## src/rtl/crc_lane_checker_pkg.sv

```systemverilog
// Shared types and constants for the multi-lane CRC checker.
// Frame states come from the upstream framer; the default polynomial is x^10+x^9+x^5+x^4+x+1.
package crc_lane_checker_pkg;

    typedef enum logic [1:0] {
        IDLEB     = 2'd0,
        DATA      = 2'd1,
        DATA_TAIL = 2'd2
    } frame_state_t;

    localparam logic [9:0] CRC_POLY_DEFAULT = 10'h233;

endpackage

```

## src/rtl/crc_par_step.sv

```systemverilog
// One-cycle parallel CRC update: folds DATA_W bits (MSB first) into the CRC,
// non-reflected, as an unrolled serial LFSR. Purely combinational.
module crc_par_step
    import crc_lane_checker_pkg::*;
#(
    parameter int                 CRC_W  = 10,
    parameter int                 DATA_W = 16,
    parameter logic [CRC_W-1:0]   POLY   = CRC_POLY_DEFAULT
) (
    input  logic [CRC_W-1:0]  crc_in,
    input  logic [DATA_W-1:0] data,
    output logic [CRC_W-1:0]  crc_out
);

    logic [CRC_W-1:0] crc_work;
    logic             feedback;

    always_comb begin
        crc_work = crc_in;
        feedback = 1'b0;
        for (int i = DATA_W - 1; i >= 0; i--) begin
            feedback = crc_work[CRC_W-1] ^ data[i];
            crc_work = {crc_work[CRC_W-2:0], 1'b0};
            if (feedback) begin
                crc_work = crc_work ^ POLY;
            end
        end
        crc_out = crc_work;
    end

endmodule

```

## config.mk

```make
export PLATFORM = sky130hd
export DESIGN_NAME = crc_par_step
export DESIGN_NICKNAME = d
export VERILOG_FILES = /design/src/rtl/crc_lane_checker_pkg.sv /design/src/rtl/crc_par_step.sv
export SDC_FILE = /design/constraint.sdc
export NUM_CORES = 1
export LEC_CHECK = 0
export CAP_MARGIN = 15
export CORE_MARGIN = 4
export CORE_UTILIZATION = 37
export DETAILED_ROUTE_END_ITERATION = 8
export PLACE_DENSITY = 0.85
export REMOVE_ABC_BUFFERS = 1
export SYNTH_ARGS = -nofsm -noshare
export SYNTH_HDL_FRONTEND = slang
export SYNTH_SLANG_ARGS = --single-unit
```

## constraint.sdc

```tcl
create_clock -name vclk -period 1.9
set_input_delay 0.38 -clock vclk [all_inputs]
set_output_delay 0.38 -clock vclk [all_outputs]
set_load 0.01 [all_outputs]
```

==> flow_metrics.py, run 1 <==
metrics = {
    "run_status": {
        "status": "stopped before the end",
        "stop_stage": "global routing",
        "error": "[ERROR DPL-0038] Utilization greater than 100%, impossible to legalize",
    },
    "global_routing": {
        "grt_max_degree": 4,
    },
    "logic_synthesis": {
        "avgSynthCellArea_um2": 15.6,
        "synth.distinct_cells": 8,
        "yosysTopAreaCellShare": 0.450,
        "synthTopCellsByArea": "xnor3_1 (45%), xnor2_1 (19%), xnor3_2 (9.5%), xor3_1 (9.5%), xor2_1 (7.0%)",
        "yosysWarnings": 0,
        "synth-seq-area-share": 0,
        "synth_area_leader_cell": "xnor3_1",
        "synthesis.area_um2": 500,
        "netlist_instances": 32,
    },
    "sta": {
        "repair-timing-grt-worst-ep": "crc_out[4]",
        "worst_endpoint_kind": "primary output",
    },
    "placed_design": {
        "portBuffers": 36,
        "placed_area_um2": 983,
        "dp.cells": 96,
        "globalplace.congestion": 0.711,
        "hpwlAfterDp_mm": 1.11,
    },
    "die": {
        "io_pins": 36,
        "core.rowCount": 12,
        "die_h_um": 44.8,
        "die_x_um": 44.8,
        "start_util": 0.422,
    },
    "cts": {
        "hold_buffers": 0,
    },
}
[synth_stat cells, drive strengths merged]
library cell  count
xnor2            12
buf               1
xor3              3
xor2              4
xnor3            12
[per-stage QoR]
stage          hold WS [ns]  setup slack, ns
4_1_cts                1.32           -0.346
3_5_place_dp           1.94           -0.964
3_3_place_gp           1.93           -0.941
2_1_floorplan         0.984          -0.0142
[kinds of logic after synthesis]
family    after synthesis  share of synthesized area
buf+inv                 1                     0.0150
xor+xnor               31                      0.985
[timing repair]
action,in CTS
endpoints found under the setup margin,10
pin swaps,27
buffers inserted,11
gates resized for setup,140
==> run 2, diff against run 1 <==
--- a/config.mk
+++ b/config.mk
@@ -6,10 +6,10 @@
 export NUM_CORES = 1
 export LEC_CHECK = 0
 export CAP_MARGIN = 15
-export CORE_MARGIN = 4
-export CORE_UTILIZATION = 37
+export CORE_AREA = 4 4 65 67
 export DETAILED_ROUTE_END_ITERATION = 8
-export PLACE_DENSITY = 0.85
+export DIE_AREA = 0 0 69 71
+export PLACE_DENSITY_LB_ADDON = 0.15
 export REMOVE_ABC_BUFFERS = 1
 export SYNTH_ARGS = -nofsm -noshare
 export SYNTH_HDL_FRONTEND = slang
==> flow_metrics.py, run 2 <==
metrics = {
    "global_routing": {
        "grt_max_degree": 3,
        "antenna_found_initial": 0,
        "first_global_vias": 506,
        "overflow": 0,
        "grt_pass1_wl_mm": 2.44,
        "grt_usage": 0.0570,
    },
    "sta": {
        "maxSlewViolCount": 0,
        "rsz0062_at_grt": "yes",
        "hold_viol": 0,
        "timing.final.ws_setup_ns": -0.205,
        "fmax_ghz": 0.475,
        "tightest_slew_ns": 0.238,
        "slew_headroom": 0.840,
        "final.period_utilization": 1.11,
        "finalSetupViolations": 4,
        "period_minus_slack_ns": 2.11,
    },
    "logic_synthesis": {
        "yosysTopAreaCellShare": 0.450,
        "synth_most_common_cell": "xnor2_1",
        "synth-seq-area-share": 0,
        "yosysWarnings": 0,
        "netlist_instances": 32,
        "synth_common_cells": "xnor2_1 (11), xnor3_1 (10), xor2_1 (4)",
        "synth_area_leader_cell": "xnor3_1",
        "synthesis.area_um2": 500,
        "synth.distinct_cells": 8,
        "synthTopCellsByArea": "xnor3_1 (45%), xnor2_1 (19%), xnor3_2 (9.5%), xor3_1 (9.5%), xor2_1 (7.0%)",
        "avgSynthCellArea_um2": 15.6,
    },
    "flow_run": {
        "drv_cap": 0,
    },
    "final_layout": {
        "area_growth_pct": 143,
        "final_nets": 123,
        "fill_cells": 410,
        "diodes": 0,
        "finalNonFillerCells": 143,
        "final_cell_mix": "buf_4 (21), buf_6 (19), buf_2 (12)",
        "final_common_cell": "buf_4",
        "design.seq.count": 0,
        "drive_gt1_frac": 0.789,
        "regArea_um2": 0,
        "nClkBuffers": 0,
    },
    "setup_path": {
        "cp_common_cell": "buf_6",
        "cp_slowest_stage_delay_ns": 0.44,
        "crit_type": "primary input to primary output",
        "cpMaxStageDelayCell": "xnor3_2",
        "cp-start-kind": "primary input",
        "worstPathCellList": "buf_6, xor3_2, xnor3_2, buf_6, xnor2_2, buf_2",
        "cp_top_family": "XOR/XNOR gates",
        "crit_buf_inv": 3,
        "crit_path_max_fanout": 2,
        "critPathCaptureType": "primary output",
        "cp.arrival_ns": 1.73,
        "required_ns": 1.52,
    },
    "pwr": {
        "p_per_area_mw_per_mm2": 649,
        "power_uw": 790,
        "power_leakage_nw": 0.663,
        "vdd_drop_max_uv": 322,
    },
    "placed_design": {
        "dp.cells": 131,
        "globalplace.congestion": 0.734,
        "portBuffers": 36,
        "hpwlAfterDp_mm": 1.15,
    },
    "die": {
        "core.rowCount": 22,
        "die_h_um": 71,
        "die_x_um": 69,
        "die_area_mm2": 0.00490,
        "io_pins": 36,
        "core_mm2": 0.00363,
        "start_util": 0.138,
    },
    "detailed_routing": {
        "first_pass_iters": 2,
        "drc": 0,
        "via_per_inst": 3.28,
        "drt_wl_total_mm": 1.42,
        "vias": 469,
        "ant_nets": 0,
        "post_drt_wl_per_cell_um": 9.92,
        "drt_iter0_drc": 9,
    },
    "run_status": {
        "status": "complete, but fails checks",
        "violations": "negative setup slack",
    },
    "worst_hold_path": {
        "hp-class": "primary input to primary output",
    },
    "cts": {
        "hold_buffers": 0,
    },
}
run 2: cell counts after synthesis:
Identical to the previous run, type by type.
run 2: final cells by class:
type,instances,area [µm²],share of cell area
Multi-Input combinational cell,31,619,0.509
Timing Repair Buffer,64,537,0.441
Tap cell,48,60.1,0.0494
run 2: worst min-delay path: cells and delay by family:
| family | cells | cell delay (ns) |
|---|---|---|
| buffers and inverters | 3 | 0.31 |
| XOR/XNOR | 2 | 0.16 |
run 2: final timing paths:
| path | from | to | depth (start not counted) |
|---|---|---|---|
| hold / removal | data[7] | crc_out[8] | 5 |
| setup / recovery | crc_in[3] | crc_out[9] | 6 |
run 2: power breakdown:
part | internal (mW) | switching (mW)
clock | 0 | 0
sequential | 0 | 0
combinational | 0.513 | 0.276
run 2: layer usage:
| metal | vias to the layer above | wire length [µm] | track usage |
|---|---|---|---|
| met5 | - | 0 | 0 |
| met4 | 0 | 0 | 0 |
| met3 | 0 | 113 | 0.0128 |
| met2 | 22 | 708 | 0.101 |
| met1 | 213 | 597 | 0.0757 |
| li1 | 234 | - | - |
run 2: cell families after synthesis:
family,count (synthesis),share of synthesized area
xor+xnor,31,0.985
buf+inv,1,0.0150
run 2: repair_timing:
action                                  4_1_cts  5_1_grt
endpoints found under the setup margin       10       10
resized for setup                           137       23
pin swaps                                    22       12
setup buffers                                10        2
run 2: metrics by stage:
stage	TNS, ns	hold slack, ns	worst slack [ns]	util	cell area, µm²
2_1_floorplan	-0.0254	0.984	-0.0142	-	493
3_3_place_gp	-7.97	2.02	-0.988	0.284	1030
3_5_place_dp	-7.97	2.02	-1.00	0.284	1030
4_1_cts	-1.06	1.37	-0.282	0.317	1150
5_1_grt	-0.995	1.26	-0.262	0.335	1220
6_report	-0.712	1.24	-0.205	0.335	1220
Power figures use the tool's default switching activity.
==> edit (config.mk and constraints of run 2) <==
Change the parameter `CRC_W` from 10 to 20.
--- a/src/rtl/crc_par_step.sv
+++ b/src/rtl/crc_par_step.sv
@@ -3,7 +3,7 @@
 module crc_par_step
     import crc_lane_checker_pkg::*;
 #(
-    parameter int                 CRC_W  = 10,
+    parameter int                 CRC_W  = 20,
     parameter int                 DATA_W = 16,
     parameter logic [CRC_W-1:0]   POLY   = CRC_POLY_DEFAULT
 ) (
Interface: changed (resized crc_in and crc_out); port bits go from 36 to 56. The function was not compared with the original's and may differ.
==> edit against run 2 <==
The flow still finishes with violations (negative setup slack). Wire length grew 100%. Via count grew 80%. Synthesized area grew 44%. Global-route usage grew 5.4 points. Setup slack gained 120 ps. Worst hold slack gained 45 ps. Non-clock buffer count grew 52. Critical path depth is the same. Design area grew 82%. Total power grew 88%. Critical endpoint is now crc_out[15]. Largest power group unchanged.
==> edit: results <==
[drt]
drt_iter0_drc = 5
finalWirelength_mm = 2.84
dr.pass1.iters = 3
vias = 842

[sta]
setup_slack_ps = -90.0
setup_viol = 12
tightest_slew_ps = 221

[worst_hold_path]
hold_path.class = "in2out"
hold_path_depth = 4

[placed_design]
dp_slack_ps = -1120
place_inst = 185
dp_hpwl_mm = 1.87
gp_congestion = 0.723
dpl-instance-area_mm2 = 0.00152
port_buffers = 56

[final_layout]
drive_above_1_share = 0.860
numSequentialCells = 0
antenna_cells = 0
clkbuf_count = 0
instances_no_fill = 220
fillers = 318
nets = 210

[synthesis]
synthTopCellsByCount = "xnor2_1 (29), xor2_1 (11), xnor3_1 (8), xor3_1 (3), xnor3_4 (2)"
synth-seq-area-share = 0
synth_area_leaders = "xnor2_1 (35%), xnor3_1 (25%), xor2_1 (13%), xor3_1 (9.9%), xnor3_4 (7.3%)"
syn-mean-instance-area_um2 = 12.7
ys_types = 9
synth_warnings = 0

[pwr]
p_switching_mw = 0.574
p_leak_nw = 1.12
vdd_ir_drop_max_uv = 379

[global_routing]
first_global_vias = 969
grt_usage = 0.111
grt_max_degree = 5
grt_first_pass_wirelength_mm = 4.60
antenna_found_initial = 0

[status]
status = "finished, violations left"
violations = "negative setup slack"

[critical_path]
critical-path-max-stage-delay_ps = 510
crit_slowest_cell = "xnor3_4"
worst-path-max-fanout = 3
cp.arrival_ps = 1610
edit: timing repair:
item	4_1_cts	5_1_grt
setup endpoints to repair	20	19
cloned	0	0
setup buffers	37	10
hold buffers	0	0
pin swaps	42	35
gates resized for setup	266	43
edit: area by class of cell:
class | instances | area share
Multi-Input combinational cell | 56 | 0.508
Tap cell | 48 | 0.0272
Timing Repair Buffer | 116 | 0.465
edit: per-stage QoR:
stage                     TNS (ps)  utilization
after floorplan              -27.2            -
after global placement      -18550        0.419
after detailed placement    -18790        0.419
after CTS                     -963        0.533
after global routing         -1450        0.608
final                         -692        0.608
edit: path summary, 6_finish.rpt:
path	from	to	slack, ps
setup / recovery	data[15]	crc_out[15]	-90
hold / removal	crc_in[0]	crc_out[16]	1290
edit: power groups by stage:
stage,sequential (mW),clock (mW),combinational (mW)
3_5_place_dp,0,0,1.29
3_3_place_gp,0,0,1.28
2_1_floorplan,0,0,0.599
5_1_grt,0,0,1.58
6_report,0,0,1.48
4_1_cts,0,0,1.39
edit: critical path, delay by kind of cell:
family	cells	cell delay (ps)
XOR/XNOR	3	860
buffers and inverters	3	370
edit: layer usage:
| layer | wire, um | track usage | vias up |
|---|---|---|---|
| met4 | 0 | 0 | 0 |
| met3 | 148 | 0.0156 | 0 |
| met1 | 1090 | 0.139 | 399 |
| met5 | 0 | 0 | - |
| met2 | 1600 | 0.215 | 33 |
| li1 | - | - | 410 |
edit: kinds of logic (layout without fill, tap and decap cells):
| family | count (synthesis) | count (layout) | share of synthesized area |
|---|---|---|---|
| xor gates and xnor gates | 56 | 56 | 0.990 |
| buffers and inverters | 1 | 116 | 0.0104 |
